## src/rtl/sync_core_matrix_pkg.sv

```systemverilog
// Shared types and helpers for the coupled phase-oscillator matrix.
// Holds the FSM state enum, upper-triangle weight indexing and coupling decode.
package core_matrix_pkg;

  typedef enum logic [1:0] {
    IDLE = 2'd0,
    RUN  = 2'd1,
    DONE = 2'd2
  } state_t;

  localparam int CLAMP_LO = 1;

  // Flat index of pair (i,j), i<j, in the packed upper triangle
  function automatic int weight_index(int n, int i, int j);
    return n * i - (i * (i + 1)) / 2 + j - i - 1;
  endfunction

  function automatic int coupling(int code, int num_weights);
    if (code >= num_weights) return 0;
    return code - (num_weights - 1) / 2;
  endfunction

  function automatic int clamp_hi(int p);
    return (1 << (p - 1)) - 1;
  endfunction

endpackage

```

## src/rtl/sync_core_matrix_if.sv

```systemverilog
// Config write and result handshake bundle for sync_core_matrix.
// master = host/readout side, slave = the oscillator matrix.
interface sync_core_matrix_if #(
  parameter int N      = 3,
  parameter int ADDR_W = 3,
  parameter int DATA_W = 8
);
  logic              cfg_valid;
  logic              cfg_ready;
  logic [ADDR_W-1:0] cfg_addr;
  logic [DATA_W-1:0] cfg_data;
  logic [N-1:0]      result;
  logic              result_valid;
  logic              result_ready;

  modport master (
    output cfg_valid, cfg_addr, cfg_data, result_ready,
    input  cfg_ready, result, result_valid
  );

  modport slave (
    input  cfg_valid, cfg_addr, cfg_data, result_ready,
    output cfg_ready, result, result_valid
  );
endinterface

```

## src/rtl/sync_core_matrix_spin_cell.sv

```systemverilog
// One phase accumulator: weighted sign-coupling sum, clamp, and wrap-around update.
// The own slot of the row contributes nothing since its phase difference is always zero.
module sync_spin_cell
  import core_matrix_pkg::*;
#(
  parameter int N           = 3,
  parameter int NUM_WEIGHTS = 5,
  parameter int P           = 8,
  parameter int BASE_STEP   = 16,
  parameter int IDX         = 0,
  localparam int WB         = $clog2(NUM_WEIGHTS),
  localparam int SW         = P + $clog2(N * NUM_WEIGHTS) + 2
) (
  input  logic           clk,
  input  logic           rstn,
  input  logic           load,
  input  logic           step_en,
  input  logic           noise_on,
  input  logic           noise_bit,
  input  logic [P-1:0]   init_phase,
  input  logic [N*P-1:0] phases_all,
  input  logic [N*WB-1:0] row,
  output logic [P-1:0]   phase,
  output logic           nxt_msb
);

  localparam logic signed [SW-1:0] BASE = SW'(BASE_STEP);
  localparam logic signed [SW-1:0] LO   = SW'(CLAMP_LO);
  localparam logic signed [SW-1:0] HI   = SW'(clamp_hi(P));
  localparam logic signed [SW-1:0] ONE  = SW'(1);

  logic [P-1:0]           cur;
  logic [P-1:0]           d;
  logic signed [SW-1:0]   c;
  logic signed [SW-1:0]   sum;
  logic [P-1:0]           step;
  logic [P-1:0]           phase_nxt;

  assign cur = phases_all[IDX*P +: P];

  always_comb begin
    sum = BASE;
    d   = '0;
    c   = '0;
    for (int j = 0; j < N; j++) begin
      d = phases_all[j*P +: P] - cur;
      c = SW'(coupling(int'(row[j*WB +: WB]), NUM_WEIGHTS));
      if (d != '0) sum = d[P-1] ? sum - c : sum + c;
    end
    if (noise_on) sum = noise_bit ? sum + ONE : sum - ONE;
    if (sum < LO)      step = LO[P-1:0];
    else if (sum > HI) step = HI[P-1:0];
    else               step = sum[P-1:0];
    phase_nxt = cur + step;
  end

  assign nxt_msb = phase_nxt[P-1];

  always_ff @(posedge clk or negedge rstn) begin
    if (!rstn)        phase <= '0;
    else if (load)    phase <= init_phase;
    else if (step_en) phase <= phase_nxt;
  end

endmodule

```

## src/rtl/sync_core_matrix.sv

```systemverilog
// Clocked all-to-all coupled phase-oscillator matrix with run FSM, config regs and result handshake.
// Optional build macro CORE_MATRIX_NOISE_EN adds LFSR dither during the first half of a run.
//
// state | meaning
// IDLE  | config writes accepted, waiting for start
// RUN   | all spins step once per cycle, counter counts down
// DONE  | result held valid until consumed or aborted
module sync_core_matrix
  import core_matrix_pkg::*;
#(
  parameter int N           = 3,
  parameter int NUM_WEIGHTS = 5,
  parameter int PHASE_BITS  = 8,
  parameter int BASE_STEP   = 16,
  parameter int RUN_BITS    = 16
) (
  input  logic                    clk,
  input  logic                    rstn,
  sync_core_matrix_if.slave       bus,
  input  logic                    start,
  input  logic                    abort,
  input  logic [RUN_BITS-1:0]     run_cycles,
  output logic                    busy,
  output logic [N-1:0]            spins,
  output logic [N*PHASE_BITS-1:0] phases
);

  localparam int P  = PHASE_BITS;
  localparam int NW = N * (N - 1) / 2;
  localparam int WB = $clog2(NUM_WEIGHTS);

  state_t              state, nstate;
  logic [RUN_BITS-1:0] cnt;
  logic                load, step_en, cfg_fire;
  logic [NW*WB-1:0]    weights;
  logic [N*P-1:0]      init_ph;
  logic [N-1:0]        init_msb, nxt_msb;
  logic [N-1:0]        result_q;
  logic                rv_q;
  logic                noise_on;
  logic [N-1:0]        noise_bits;
  logic [N*WB-1:0]     row [N];

  assign busy          = (state != IDLE);
  assign bus.cfg_ready = (state == IDLE) && !start;
  assign bus.result    = result_q;
  assign bus.result_valid = rv_q;
  assign cfg_fire      = bus.cfg_valid && bus.cfg_ready;

  always_ff @(posedge clk or negedge rstn) begin
    if (!rstn) begin
      weights <= '0;
      init_ph <= '0;
    end else if (cfg_fire) begin
      if (int'(bus.cfg_addr) < NW)
        weights[int'(bus.cfg_addr)*WB +: WB] <= bus.cfg_data[WB-1:0];
      else if (int'(bus.cfg_addr) < NW + N)
        init_ph[(int'(bus.cfg_addr)-NW)*P +: P] <= bus.cfg_data[P-1:0];
    end
  end

  always_comb begin
    nstate  = state;
    load    = 1'b0;
    step_en = 1'b0;
    case (state)
      IDLE: if (start && !abort) begin
        load   = 1'b1;
        nstate = (run_cycles == '0) ? DONE : RUN;
      end
      RUN: begin
        if (abort) nstate = IDLE;
        else begin
          step_en = 1'b1;
          if (cnt == RUN_BITS'(1)) nstate = DONE;
        end
      end
      DONE: if (abort || (rv_q && bus.result_ready)) nstate = IDLE;
      default: nstate = IDLE;
    endcase
  end

  always_ff @(posedge clk or negedge rstn) begin
    if (!rstn) begin
      state    <= IDLE;
      cnt      <= '0;
      result_q <= '0;
      rv_q     <= 1'b0;
    end else begin
      state <= nstate;
      rv_q  <= (nstate == DONE);
      if (load)         cnt <= run_cycles;
      else if (step_en) cnt <= cnt - RUN_BITS'(1);
      if (load && run_cycles == '0)            result_q <= init_msb;
      else if (step_en && cnt == RUN_BITS'(1)) result_q <= nxt_msb;
    end
  end

`ifdef CORE_MATRIX_NOISE_EN
  logic [15:0]         lfsr;
  logic [RUN_BITS-1:0] run_len;

  always_ff @(posedge clk or negedge rstn) begin
    if (!rstn) begin
      lfsr    <= 16'hACE1;
      run_len <= '0;
    end else begin
      if (load) run_len <= run_cycles;
      if (state == RUN) lfsr <= {1'b0, lfsr[15:1]} ^ (lfsr[0] ? 16'hB400 : 16'h0000);
    end
  end

  assign noise_on = (state == RUN) && (cnt > (run_len >> 1));
  for (genvar i = 0; i < N; i++) begin : g_noise
    assign noise_bits[i] = lfsr[i % 16];
  end
`else
  assign noise_on   = 1'b0;
  assign noise_bits = '0;
`endif

  for (genvar i = 0; i < N; i++) begin : g_spin
    for (genvar j = 0; j < N; j++) begin : g_row
      if (i == j) begin : g_self
        assign row[i][j*WB +: WB] = '0;
      end else begin : g_pair
        localparam int WI = weight_index(N, (i < j) ? i : j, (i < j) ? j : i);
        assign row[i][j*WB +: WB] = weights[WI*WB +: WB];
      end
    end

    sync_spin_cell #(
      .N(N), .NUM_WEIGHTS(NUM_WEIGHTS), .P(P), .BASE_STEP(BASE_STEP), .IDX(i)
    ) u_cell (
      .clk        (clk),
      .rstn       (rstn),
      .load       (load),
      .step_en    (step_en),
      .noise_on   (noise_on),
      .noise_bit  (noise_bits[i]),
      .init_phase (init_ph[i*P +: P]),
      .phases_all (phases),
      .row        (row[i]),
      .phase      (phases[i*P +: P]),
      .nxt_msb    (nxt_msb[i])
    );

    assign spins[i]    = phases[i*P + P - 1];
    assign init_msb[i] = init_ph[i*P + P - 1];
  end

endmodule

```

## src/flat_wrapper.sv

```systemverilog
// flat-port wrapper written by rule: the top's interface ports become plain ports
module sync_core_matrix_flat import core_matrix_pkg::*;
#(
  parameter int N           = 3,
  parameter int NUM_WEIGHTS = 5,
  parameter int PHASE_BITS  = 8,
  parameter int BASE_STEP   = 16,
  parameter int RUN_BITS    = 16
)
  (clk, rstn, start, abort, run_cycles, busy, spins, phases, bus_cfg_valid, bus_cfg_addr, bus_cfg_data, bus_result_ready, bus_cfg_ready, bus_result, bus_result_valid);
  sync_core_matrix_if #(.N(N), .ADDR_W(3), .DATA_W(8)) bus_i ();
  input  logic clk;
  input  logic rstn;
  input  logic start;
  input  logic abort;
  input  logic [RUN_BITS-1:0] run_cycles;
  output logic busy;
  output logic [N-1:0] spins;
  output logic [N*PHASE_BITS-1:0] phases;
  input wire logic [$bits(bus_i.cfg_valid)-1:0] bus_cfg_valid;
  input wire logic [$bits(bus_i.cfg_addr)-1:0] bus_cfg_addr;
  input wire logic [$bits(bus_i.cfg_data)-1:0] bus_cfg_data;
  input wire logic [$bits(bus_i.result_ready)-1:0] bus_result_ready;
  output wire logic [$bits(bus_i.cfg_ready)-1:0] bus_cfg_ready;
  output wire logic [$bits(bus_i.result)-1:0] bus_result;
  output wire logic [$bits(bus_i.result_valid)-1:0] bus_result_valid;
  assign bus_i.cfg_valid = bus_cfg_valid;
  assign bus_i.cfg_addr = bus_cfg_addr;
  assign bus_i.cfg_data = bus_cfg_data;
  assign bus_i.result_ready = bus_result_ready;
  assign bus_cfg_ready = bus_i.cfg_ready;
  assign bus_result = bus_i.result;
  assign bus_result_valid = bus_i.result_valid;
  sync_core_matrix #(.N(N), .NUM_WEIGHTS(NUM_WEIGHTS), .PHASE_BITS(PHASE_BITS), .BASE_STEP(BASE_STEP), .RUN_BITS(RUN_BITS)) u_core (.clk(clk), .rstn(rstn), .bus(bus_i), .start(start), .abort(abort), .run_cycles(run_cycles), .busy(busy), .spins(spins), .phases(phases));
endmodule
```

## config.mk

```make
export PLATFORM = sky130hd
export DESIGN_NAME = sync_core_matrix_flat
export DESIGN_NICKNAME = d
export VERILOG_FILES = /design/src/rtl/sync_core_matrix_pkg.sv /design/src/rtl/sync_core_matrix_if.sv /design/src/rtl/sync_core_matrix_spin_cell.sv /design/src/rtl/sync_core_matrix.sv /design/src/flat_wrapper.sv
export SDC_FILE = /design/constraint.sdc
export NUM_CORES = 1
export LEC_CHECK = 0
export ABC_AREA = 1
export BUFFER_PORTS_ARGS = -buffer_cell sky130_fd_sc_hd__buf_2
export CORE_MARGIN = 3
export CORE_UTILIZATION = 45
export CTS_CLUSTER_DIAMETER = 120
export CTS_CLUSTER_SIZE = 24
export DETAILED_ROUTE_END_ITERATION = 12
export PLACE_DENSITY = 0.68
export SLEW_MARGIN = 30
export SYNTH_ARGS = -nofsm -noshare
export SYNTH_HDL_FRONTEND = slang
export SYNTH_SLANG_ARGS = --single-unit
```

## constraint.sdc

```tcl
create_clock -name clk -period 8.13 [get_ports clk]
set_input_delay 0.813 -clock clk [delete_from_list [all_inputs] [get_ports clk]]
set_output_delay 0.813 -clock clk [all_outputs]
set_load 0.005 [all_outputs]
```

-- After elaboration in Yosys (flattened, before gate mapping)
Index checks and enable logic that the tools add are counted.
- bits in registers: 79
- input port bits: 33
- output and inout port bits: 33
- logic and storage cells: 142
- add/subtract/negate cells: 35
- multipliers: 1
- order comparisons: 11
- equal/unequal tests: 4
- shift operators: 4
- multiplexer cells: 52
- bitwise logic cells: 1
- reduce and logical (&&, ||, !) cells: 25
- operators with widths (cell ; count):
    14-bit 2-to-1 mux ; 19
    8-bit 2-to-1 mux ; 12
    8-bit nonzero test ; 9
    8-bit subtractor ; 9
    32-bit negator with 33-bit output ; 2
    14-bit adder ; 4
    14-bit subtractor ; 4
    14-bit by 8-bit greater-than comparator with 1-bit output, second input constant ; 3
    14-bit by 2-bit less-than comparator with 1-bit output, second input constant ; 3
    3-bit by 33-bit variable shift with 9-bit output, first input constant ; 1
    8-bit by 33-bit variable shift with 24-bit output, first input constant ; 1
    3-bit by 33-bit indexed part select with 9-bit output ; 1
    8-bit by 33-bit indexed part select with 24-bit output ; 1
    16-bit 2-to-1 mux ; 2
    14-bit by 2-bit adder with 14-bit output, second input constant ; 2
    6-bit by 14-bit adder with 14-bit output, first input constant ; 2
    14-bit by 2-bit subtractor with 14-bit output, second input constant ; 2
    6-bit by 14-bit subtractor with 14-bit output, first input constant ; 2
    8-bit adder ; 3
    24-bit bitwise mux ; 1
    16-bit by 1-bit == test with 1-bit output, second input constant ; 1
    16-bit zero test ; 1
    16-bit by 1-bit subtractor with 16-bit output, second input constant ; 1
    3-bit by 2-bit subtractor with 4-bit output, second input constant ; 4
    20 further kinds ; 43

-- Longest topological paths before layout
Gate-level depths: netlist of run 1.
- depth after elaboration: 18
- mapped depth: 48
- mapped depth without buffers: 48

-- By module
Synthesis of run 1 repeated with hierarchy kept, for this count alone.
- cells, all modules: 2199
- area total of the unflattened synthesis: 13367.8 um2
- modules (own cells, without submodules) (module ; instances ; cells each ; area each (um2) ; sequential area each (um2)):
    sync_spin_cell at u_core.g_spin[0].u_cell ; 1 ; 629 ; 3502.1 ; 200.2
    sync_spin_cell at u_core.g_spin[2].u_cell ; 1 ; 568 ; 3352.0 ; 200.2
    sync_spin_cell at u_core.g_spin[1].u_cell ; 1 ; 565 ; 3266.9 ; 200.2
    sync_core_matrix ; 1 ; 437 ; 3246.9 ; 1376.3

-- Worst setup path after synthesis of run 1
No wires, ideal clock.
- path kind: register -> register
- from: reg u_core.g_spin[0].u_cell.phase[2]
- to: reg u_core.result_q[0], in the netlist u_core.bus.result[0]
- setup time: 0.137 ns
- data arrival time: 5.458 ns
- data required time: 7.993 ns
- path slack: 2.535 ns
- stages on the path, launching flop included: 43
- path buffers: 0
- period minus slack after synthesis: 5.595 ns
- cells stage by stage: dfrtp_1 -> inv_1 -> ha_1 -> or2_1 -> nand3_4 -> nand2_2 -> nand2_2 -> nand2_4 -> nand2_1 -> o21ai_0 -> and2_1 -> nor4_1 -> inv_1 -> fa_1 -> o21ai_0 -> a21o_1 -> a21oi_1 -> nor2_1 -> [... 7 more ...] -> nand2_4 -> nand2_4 -> nor2_2 -> ha_1 -> a21oi_1 -> nor2_1 -> nor2_1 -> nor2_1 -> nor2_1 -> nor2_1 -> nor2_1 -> nor2_1 -> o21ai_0 -> nand2_1 -> xnor2_1 -> nand2_1 -> o211ai_1 -> o21ai_0
- longest elaborated chain between the ends: 15
- elaborated cells on any way between the ends: 23
- those cells by class: add/sub (8); order compare (2); mux (10); reduce/logical (3)
- RTL lines (what ; line ; text):
    start: declaration ; sync_core_matrix_spin_cell.sv:23 ; output logic [P-1:0] phase,
    start signal: assignment ; sync_core_matrix_spin_cell.sv:61 ; else if (load) phase <= init_phase;
    start signal: assignment ; sync_core_matrix_spin_cell.sv:62 ; else if (step_en) phase <= phase_nxt;
    8-bit subtractor ; sync_core_matrix_spin_cell.sv:46 ; d = phases_all[j*P +: P] - cur;
    8-bit nonzero test or 5-bit 2-to-1 mux (tied branches) ; sync_core_matrix_spin_cell.sv:48 ; if (d != '0) sum = d[P-1] ? sum - c : sum + c;
    5-bit 2-to-1 mux ; sync_core_matrix_spin_cell.sv:48 ;
    14-bit adder or 14-bit subtractor (tied branches) ; sync_core_matrix_spin_cell.sv:48 ;
    14-bit 2-to-1 mux (2 in a row) ; sync_core_matrix_spin_cell.sv:48 ;
    14-bit adder or 14-bit subtractor (tied branches) ; sync_core_matrix_spin_cell.sv:48 ;
    14-bit 2-to-1 mux (2 in a row) ; sync_core_matrix_spin_cell.sv:48 ;
    14-bit by 8-bit greater-than comparator with 1-bit output ; sync_core_matrix_spin_cell.sv:52 ; else if (sum > HI) step = HI[P-1:0];
    8-bit 2-to-1 mux ; sync_core_matrix_spin_cell.sv:52 ;
    8-bit 2-to-1 mux ; sync_core_matrix_spin_cell.sv:51 ; if (sum < LO) step = LO[P-1:0];
    8-bit adder (*) ; sync_core_matrix_spin_cell.sv:54 ; phase_nxt = cur + step;
    3-bit 2-to-1 mux (*) ; sync_core_matrix.sv:95 ; else if (step_en && cnt == RUN_BITS'(1)) result_q <= nxt_msb;
    3-bit 2-to-1 mux (*) ; sync_core_matrix.sv:94 ; if (load && run_cycles == '0) result_q <= init_msb;
    end signal: assignment ; sync_core_matrix.sv:94 ;
    end signal: assignment ; sync_core_matrix.sv:95 ;
    end: declaration ; sync_core_matrix.sv:38 ; logic [N-1:0] result_q;
Mark *: on every way between the ends. The rest lies on a longest branch, timed or not. The select of a mux whose other input is x is not followed.
A chain may end at the register's enable or synchronous reset.

-- Worst setup path after layout of run 1
- from: reg u_core.g_spin[0].u_cell.phase[5]
- to: reg u_core.result_q[0], in the netlist u_core.bus.result[0]
Same word-level chain as after synthesis.

==> impl_metrics.tcl, run 1 <==
set metrics [dict create \
    setup_viol 0 \
    dp_hpwl_um 20800 \
    layoutNonFillerInstCount 1646 \
    end_kind "flip-flop" \
    design.core.area_um2 19700 \
    synth_cells 1322 \
    rows 51 \
    wire_per_inst_um 15.2 \
    fin_worst_skew_ns 0.0155 \
    nNetsFinal 1524 \
    whs_ns 0.490 \
    timing.fmax_mhz 153 \
    cpPeakStageDelay_ns 0.49 \
    period_share_pct 80.5 \
    r2r_start "u_core.g_spin[0].u_cell.phase[5]" \
    crit_arrival_ns 6.77 \
    post-place-cells 1630 \
    ant_nets 0 \
    wirelength_um 25100 \
    seqCellArea_um2 1980 \
    synth_top_area_share_pct 21.6 \
    relSlewSlack_pct 34.3 \
    grt_max_degree 80 \
    rsz0062_at_grt "false" \
    worstSkewPairLatency_ns 0.35 \
    syn_avg_cell_area_um2 6.93 \
    yosysWarnings 0 \
    hold_class "flip-flop to flip-flop" \
    htreeDepth 3 \
    period_needed_ns 6.54 \
    status "complete, no violations" \
    cts.sinks 79 \
    die_height_um 149 \
    cts_resized 0 \
    initial_core_util_pct 46.5 \
    die_w_um 149 \
    synth-async-reset-ratio_pct 100 \
    grt-ovfl-total 0 \
    tritoncts.num_buffers 9 \
    drive_gt1_share_pct 13.5 \
    synthMostInstantiatedCell "nand2_1" \
    synth_area_um2 9160 \
    critical_path_class "flip-flop to flip-flop" \
    cts_tree "yes" \
    hold_path_depth 2 \
    crit_top_cell "nor2_1" \
    critical_path_required_ns 8.35 \
    tns_ns 0 \
    ys_top_cells_by_count "nand2_1, inv_1, nor2_1" \
    hold_end "u_core.weights[6]" \
    track_usage_pct 22.8 \
    synthTopCellsByArea "dfrtp_1, ha_1, nand2_1" \
    antenna_found_initial 0 \
    viasPerCell 5.20 \
    clock_path_buffers 2 \
    critPathTopFamily "simple AND/OR/NAND/NOR gates" \
    maxCapViolations 0 \
    seq_area_frac_synth_pct 21.6 \
    grt_pass1_vias 8078 \
    slowest_stage "nor4_1" \
    ctsHoldBuffers 0 \
    synthFlopType "dfrtp_1" \
    finalHoldViolations 0 \
    multiInputGateArea_um2 6240 \
    fillCellCount 1947 \
    ys_types 56 \
    dr.first_iter.drc_count 497 \
    slew_viol_final 0 \
    clk_pin_slew_worst_paths_ns 0.07 \
    cp-start-kind "flip-flop" \
    min_from "u_core.weights[6]" \
    drc 0 \
    synth_edf_count 0 \
    postCtsSetupBuffers 0 \
    io_buffers 65 \
    syn-num-nets 1470 \
    yosys_register_bits 79 \
    grt_pass1_wl_um 40400 \
    timing.rr.end "u_core.bus.result[0]" \
    place_congestion 1.01 \
    worst_pin_slew_ns 0.976 \
    yosysTopAreaCell "dfrtp_1" \
    r2r_slack_ns 1.59 \
    path_buf_inv 4 \
    die-area_um2 22100 \
    first_pass_iters 7 \
    placed_area_um2 9720 \
    insertedDiodeCount 0 \
    cts-root-buf "clkbuf_16" \
    num_vias 8566 \
    r2r_cells 41 \
    io-pin-count 66 \
    areaGrowthSynthToFinish_pct 9.46 \
    stdcell_area_um2 10000 \
    crit_fanout 11 \
]
state kept, by name, summed over array words and instances (netlist names):
| name | cells |
|---|---|
| u_core.g_spin.u_cell.phase | 24 |
| u_core.init_ph | 24 |
| u_core.cnt | 16 |
| u_core.weights | 9 |
| u_core.bus.result | 3 |
| u_core.state | 2 |
| u_core.bus.result_valid | 1 |
stage by stage:
step | setup slack (ns) | util, %
2_1_floorplan | 2.54 | -
3_3_place_gp | 1.83 | 49.3
3_5_place_dp | 1.60 | 49.3
4_1_cts | 1.59 | 50.9
5_1_grt | 0.806 | 50.9
6_report | 1.59 | 50.9
cell usage in the layout, fill, tap and decap left out, types with 12 or more instances in the layout:
master    count
nand2_1     295
inv_1       203
nor2_1      128
ha_1        108
dfrtp_1      79
nand3_1      70
buf_2        64
o21ai_0      62
a21oi_1      59
xor2_1       42
nand2_2      19
nor2_2       17
nor3_1       15
o211ai_1     15
xnor2_1      14
o221ai_1     13
inv_2        12
worst max path at each step:
stage	from	end	slack, ns	depth (start not counted)
final	u_core.g_spin[0].u_cell.phase[5]	u_core.bus.result[0]	1.59	41
after global routing	u_core.g_spin[0].u_cell.phase[5]	u_core.bus.result[0]	0.81	43
after CTS	u_core.g_spin[0].u_cell.phase[5]	u_core.bus.result[0]	1.59	43
after detailed placement	u_core.g_spin[0].u_cell.phase[5]	u_core.bus.result[0]	1.60	43
after global placement	u_core.g_spin[0].u_cell.phase[5]	u_core.bus.result[0]	1.83	42
after floorplan	u_core.g_spin[0].u_cell.phase[2]	u_core.bus.result[0]	2.54	42
worst reg2reg max path, delay by kind of cell, from the launching register on:
kind	cells	cell delay (ns)
buffers and inverters	4	0.40
adder cells (fa/ha/maj)	3	1.19
flip-flops	1	0.45
XOR/XNOR	2	0.33
AO/OA/AOI/OAI	7	1.10
AND/OR/NAND/NOR	25	2.94
layout make-up:
| type | instances | share of cell area [%] |
|---|---|---|
| sequential | 79 | 19.7 |
| tap | 265 | 3.31 |
| clock inverter | 6 | 0.749 |
| multi-input combinational | 1002 | 62.2 |
| inverter | 216 | 8.08 |
| clock buffer | 10 | 2.38 |
| timing repair buffer | 68 | 3.53 |
cell families (layout without fill, tap and decap cells):
kind of cell / count (synthesis) / count (layout) / share of synthesized area, %
adder cells (fa/ha/maj): 115 / 115 / 16.3
XOR/XNOR: 58 / 58 / 5.71
buffers and inverters: 241 / 300 / 10.4
multiplexers: 10 / 10 / 1.23
flip-flops: 79 / 79 / 21.6
AND/OR/NAND/NOR: 606 / 606 / 30.5
AO/OA/AOI/OAI: 213 / 213 / 14.4
per-layer routing:
metal | GRT usage (%) | routed length, um | up-vias
li1 | - | - | 4405
met1 | 30.9 | 11800 | 3947
met2 | 38.5 | 11800 | 174
met3 | 1.74 | 778 | 40
met4 | 8.04 | 758 | 0
met5 | 0 | 0 | -
Power of run 1 is left out: the tool's default activity adds up to more than one toggle a clock period on the data nets, which glitch-free logic cannot reach.
==> inputs of run 2 (changes only) <==
- clock period: 8.13 -> 6.5 ns (I/O delays scaled with it)
==> run 2 against run 1 <==
  * Flip-flop and latch count stayed put
  * Worst hold slack got worse by 0.15 ns
  * Non-clock buffer count is 20 higher
  * Via count increased by 0.68%
  * Global-route usage about the same
  * Cell area up 2.4%
==> impl_metrics.tcl, run 2 (synthesized netlist as in run 1, its figures left out) <==
set metrics [dict create \
    num_vias 8624 \
    track_usage_pct 22.8 \
    rows 51 \
    setup_ws_ns 0.496 \
    place_ws_ns -0.0322 \
    design.core.area_um2 19700 \
    grt_pass1_vias 7904 \
    cts-root-buf "clkbuf_16" \
    multiInputGateArea_um2 6330 \
    r2r_start "u_core.g_spin[1].u_cell.phase[1]" \
    r2r_slack_ns 0.50 \
    path_buf_inv 9 \
    grt-ovfl-total 0 \
    die_height_um 149 \
    maxCapViolations 0 \
    wire_per_inst_um 15.1 \
    cp-start-kind "flip-flop" \
    first_pass_iters 6 \
    final_common_cell "nand2_1" \
    dp_hpwl_um 20400 \
    crit_arrival_ns 6.27 \
    io-pin-count 66 \
    critPathTopFamily "simple AND/OR/NAND/NOR gates" \
    critical_path_required_ns 6.77 \
    fillCellCount 1983 \
    ant_nets 0 \
    clock_path_buffers 2 \
    period_needed_ns 6.00 \
    finalHoldViolations 0 \
    layoutNonFillerInstCount 1666 \
    drc 0 \
    grt_max_degree 80 \
    die-area_um2 22100 \
    nNetsFinal 1544 \
    fin_worst_skew_ns 0.0143 \
    timing.rr.end "u_core.bus.result[1]" \
    grt_pass1_wl_um 40200 \
    crit_top_cell "inv_1" \
    io_buffers 65 \
    die_w_um 149 \
    setup_viol 0 \
    worst_pin_slew_ns 0.758 \
    critical_path_class "flip-flop to flip-flop" \
    status "complete, no violations" \
    cts_tree "yes" \
    cts.sinks 79 \
    insertedDiodeCount 0 \
    areaGrowthSynthToFinish_pct 12.1 \
    post-place-cells 1646 \
    drive_gt1_share_pct 16.3 \
    seqCellArea_um2 1980 \
    place_congestion 0.911 \
    dr.first_iter.drc_count 498 \
    timing.fmax_mhz 167 \
    crit_fanout 6 \
    reg_top3 "u_core.g_spin.u_cell.phase (24), u_core.init_ph (24), u_core.cnt (16)" \
    wirelength_um 25200 \
    relSlewSlack_pct 49.5 \
    final_cell_mix "nand2_1, inv_1, nor2_1, ha_1, dfrtp_1" \
    end_kind "flip-flop" \
    clk_pin_slew_worst_paths_ns 0.06 \
    htreeDepth 3 \
    hold_class "input port to asynchronous set/reset pin" \
    worstSkewPairLatency_ns 0.36 \
    antenna_found_initial 0 \
    startpoint "u_core.g_spin[1].u_cell.phase[1]" \
    viasPerCell 5.18 \
    period_share_pct 92.4 \
    r2r_cells 46 \
    slew_viol_final 0 \
    initial_core_util_pct 46.5 \
    tritoncts.num_buffers 9 \
    cpPeakStageDelay_ns 0.35 \
    slowest_stage "dfrtp_1" \
]
run 2: layout make-up:
type,count,share of cell area [%]
repair buffers,88,4.91
multi-input cells,1002,61.7
clock buffers,11,2.36
well taps,265,3.23
inverters,216,7.90
clock inverters,5,0.634
flip-flops and latches,79,19.3
run 2: timing repair:
item                       in CTS  in global routing
pin swaps                       1                  3
gates resized for setup         0                 29
hold buffers                    0                  0
setup buffers                   1                  3
setup endpoints to repair       1                 12
run 2: how the worst max path moves through the flow:
stage | endpoint | slack [ns] | cells after the start
global placement | u_core.bus.result[1] | 0.08 | 46
CTS | u_core.bus.result[1] | 0.11 | 46
detailed placement | u_core.bus.result[1] | -0.03 | 46
finish | u_core.bus.result[1] | 0.50 | 46
floorplan | u_core.bus.result[0] | 0.91 | 42
global route | u_core.bus.result[0] | -0.02 | 43
run 2: metrics by stage:
step / utilization [%] / hold WS, ns / setup TNS [ns] / cell area, um2
after floorplan: - / 0.354 / 0 / 9160
after global placement: 49.9 / 0.467 / 0 / 9830
after detailed placement: 49.9 / 0.475 / -0.0322 / 9840
after CTS: 51.5 / 0.382 / 0 / 10200
after global routing: 52.1 / 0.412 / -0.0157 / 10300
final: 52.1 / 0.343 / 0 / 10300
run 2: routing by layer:
| metal | wire (um) | GRT usage, % | up-vias |
|---|---|---|---|
| li1 | - | - | 4434 |
| met1 | 12000 | 32.0 | 3996 |
| met2 | 11700 | 37.2 | 164 |
| met3 | 960 | 2.07 | 30 |
| met4 | 600 | 7.11 | 0 |
| met5 | 0 | 0 | - |
Power of run 2 is left out for the same reason.
==> inputs of run 3 (changes only) <==
- ABC_AREA: 1 -> unset
- PLACE_DENSITY: 0.68 -> 0.69
==> run 3 against run 2 <==
  * Clock skew down 0.0066 ns
  * Critical path type unchanged
  * Core utilization up 2.8 points
  * Critical path depth down 17
  * Non-clock buffer count up 51
  * Synthesized cell count down 24%
  * Die area down 7.5%
  * Sequential share of layout area up 0.49 points
  * Cell area down 2.7%
  * Critical endpoint is now u_core.bus.result[0]
  * Setup slack worse by 0.33 ns
==> impl_metrics.tcl, run 3 <==
set metrics [dict create \
    status "complete, no violations" \
    slowest_stage "or4_1" \
    synth_top_area_share_pct 23.4 \
    dr.first_iter.drc_count 567 \
    die-area_um2 20500 \
    wire_per_inst_um 18.4 \
    hold_class "input port to asynchronous set/reset pin" \
    rsz0062_at_grt "true" \
    tns_ns 0 \
    syn_avg_cell_area_um2 8.46 \
    drive_gt1_share_pct 22.4 \
    final_common_cell "ha_1" \
    cts.sinks 79 \
    synth_area_um2 8450 \
    cts-root-buf "clkbuf_16" \
    num_vias 7849 \
    ys_top_cells_by_count "ha_1, nand2_1, o21ai_0" \
    yosys.area_share.simple_pct 18.5 \
    viasPerCell 5.81 \
    synth_cells 999 \
    grt-ovfl-total 0 \
    yosys_register_bits 79 \
    worst_pin_slew_ns 1.01 \
    seq_area_frac_synth_pct 23.4 \
    design.core.area_um2 18200 \
    clock_path_buffers 2 \
    finalHoldViolations 0 \
    crit_arrival_ns 6.56 \
    drc 0 \
    synthTopCellsByArea "dfrtp_1, ha_1, o21ai_0" \
    die_w_um 143 \
    rows 49 \
    cpPeakStageDelay_ns 0.50 \
    cts_tree "yes" \
    critical_path_class "flip-flop to flip-flop" \
    tritoncts.num_buffers 9 \
    period_needed_ns 6.33 \
    die_height_um 143 \
    io_buffers 65 \
    ant_nets 0 \
    insertedDiodeCount 0 \
    syn-num-nets 1147 \
    seqCellArea_um2 1980 \
    initial_core_util_pct 46.4 \
    grt_max_degree 80 \
    yosys.area_share.adder_pct 17.7 \
    first_pass_iters 5 \
    io-pin-count 66 \
    end_kind "flip-flop" \
    ys_types 75 \
    synth-compound-area-share_pct 22.6 \
    grt_pass1_vias 7393 \
    fillCellCount 1652 \
    maxCapViolations 0 \
    multiInputGateArea_um2 6310 \
    htreeDepth 3 \
    clk_pin_slew_worst_paths_ns 0.07 \
    crit_top_cell "a21oi_2" \
    critical_path_required_ns 6.72 \
    grt_pass1_wl_um 38900 \
    synthFlopType "dfrtp_1" \
    relSlewSlack_pct 32.6 \
    yosysWarnings 0 \
    nNetsFinal 1266 \
    crit_fanout 5 \
    cp-start-kind "flip-flop" \
    final_cell_mix "ha_1, nand2_1, dfrtp_1, buf_4, o21ai_0" \
    synth_edf_count 0 \
    fin_worst_skew_ns 0.00767 \
    yosysTopAreaCell "dfrtp_1" \
    synth_top_family_by_area "compound AO/OA/AOI/OAI gates" \
    dp_hpwl_um 19200 \
    synth.area.mux_share_pct 5.29 \
    synthMostInstantiatedCell "ha_1" \
    place_congestion 0.992 \
    areaGrowthSynthToFinish_pct 18.3 \
    synth_xor_area_share_pct 7.57 \
    worstSkewPairLatency_ns 0.36 \
    whs_ns 0.327 \
    antenna_found_initial 0 \
    reg_top3 "u_core.g_spin.u_cell.phase (24), u_core.init_ph (24), u_core.cnt (16)" \
    timing.fmax_mhz 158 \
    synth-async-reset-ratio_pct 100 \
    track_usage_pct 24.0 \
    wirelength_um 24900 \
    setup_viol 0 \
    slew_viol_final 0 \
    ctsHoldBuffers 0 \
    period_share_pct 97.4 \
]
run 3: cell count changes in the layout (fill, tap and decap cells not counted), sizes merged, moves of 18 or more:
cell / before / now
xnor2: 14 / 44
nand3: 79 / 17
nand2b: 0 / 18
inv: 217 / 70
mux2: 10 / 29
buf: 88 / 139
a21o: 2 / 33
nor2: 151 / 56
nor2b: 0 / 20
a22oi: 0 / 26
nand2: 323 / 86
run 3: repair_timing:
item                                    4_1_cts  5_1_grt
endpoints found under the hold margin         0        0
buffers inserted                              1        7
gates resized for setup                       6       58
endpoints found under the setup margin        2       12
pin swaps                                     1       25
run 3: per-stage QoR:
stage	utilization [%]	cell area (um2)	std cells	setup slack, ns
after detailed placement	51.6	9400	1328	-0.121
after CTS	53.3	9700	1345	0.0629
after floorplan	-	8460	999	0.00984
after global placement	51.6	9400	1328	0.0923
final	54.9	10000	1352	0.166
after global routing	54.9	10000	1352	-0.155
run 3: cell type report:
type,instances,area share [%]
multi-input combinational,822,63.1
inverter,67,2.52
clock buffer,10,2.29
tap,229,2.87
sequential,79,19.8
clock inverter,6,0.526
timing repair buffer,139,8.87
run 3: critical path: cells and delay by family, from the launching register on:
kind,cells,cell delay (ns)
xor+xnor,2,0.29
simple gates,6,1.66
flops,1,0.39
buf+inv,3,0.43
fa+ha+maj,3,0.77
compound gates,15,2.64
run 3: path summary, 6_finish.rpt:
kind,start,endpoint,slack (ns),cells past startpoint
setup / recovery,u_core.g_spin[0].u_cell.phase[1],u_core.bus.result[0],0.17,29
hold / removal,rstn,u_core.init_ph[22],0.33,1
setup reg to reg,u_core.g_spin[0].u_cell.phase[1],u_core.bus.result[0],0.17,29
hold reg to reg,u_core.init_ph[11],u_core.init_ph[11],0.50,2
max in group asynchronous,rstn,u_core.bus.result_valid,5.67,1
min in group clk,u_core.init_ph[11],u_core.init_ph[11],0.50,2
run 3: cells by family (layout without fill, tap and decap cells):
group,after synthesis,after routing
compound gates,291,291
xor+xnor,73,73
fa+ha+maj,115,115
buf+inv,98,222
flops,79,79
mux,41,41
simple gates,302,302
run 3: layer usage:
layer / up-vias / track usage (%) / wire length [um]
li1: 3857 / - / -
met1: 3719 / 33.6 / 11300
met2: 245 / 39.4 / 11900
met3: 28 / 3.25 / 1390
met4: 0 / 6.05 / 405
met5: - / 0 / 0
Power of run 3 is left out for the same reason.
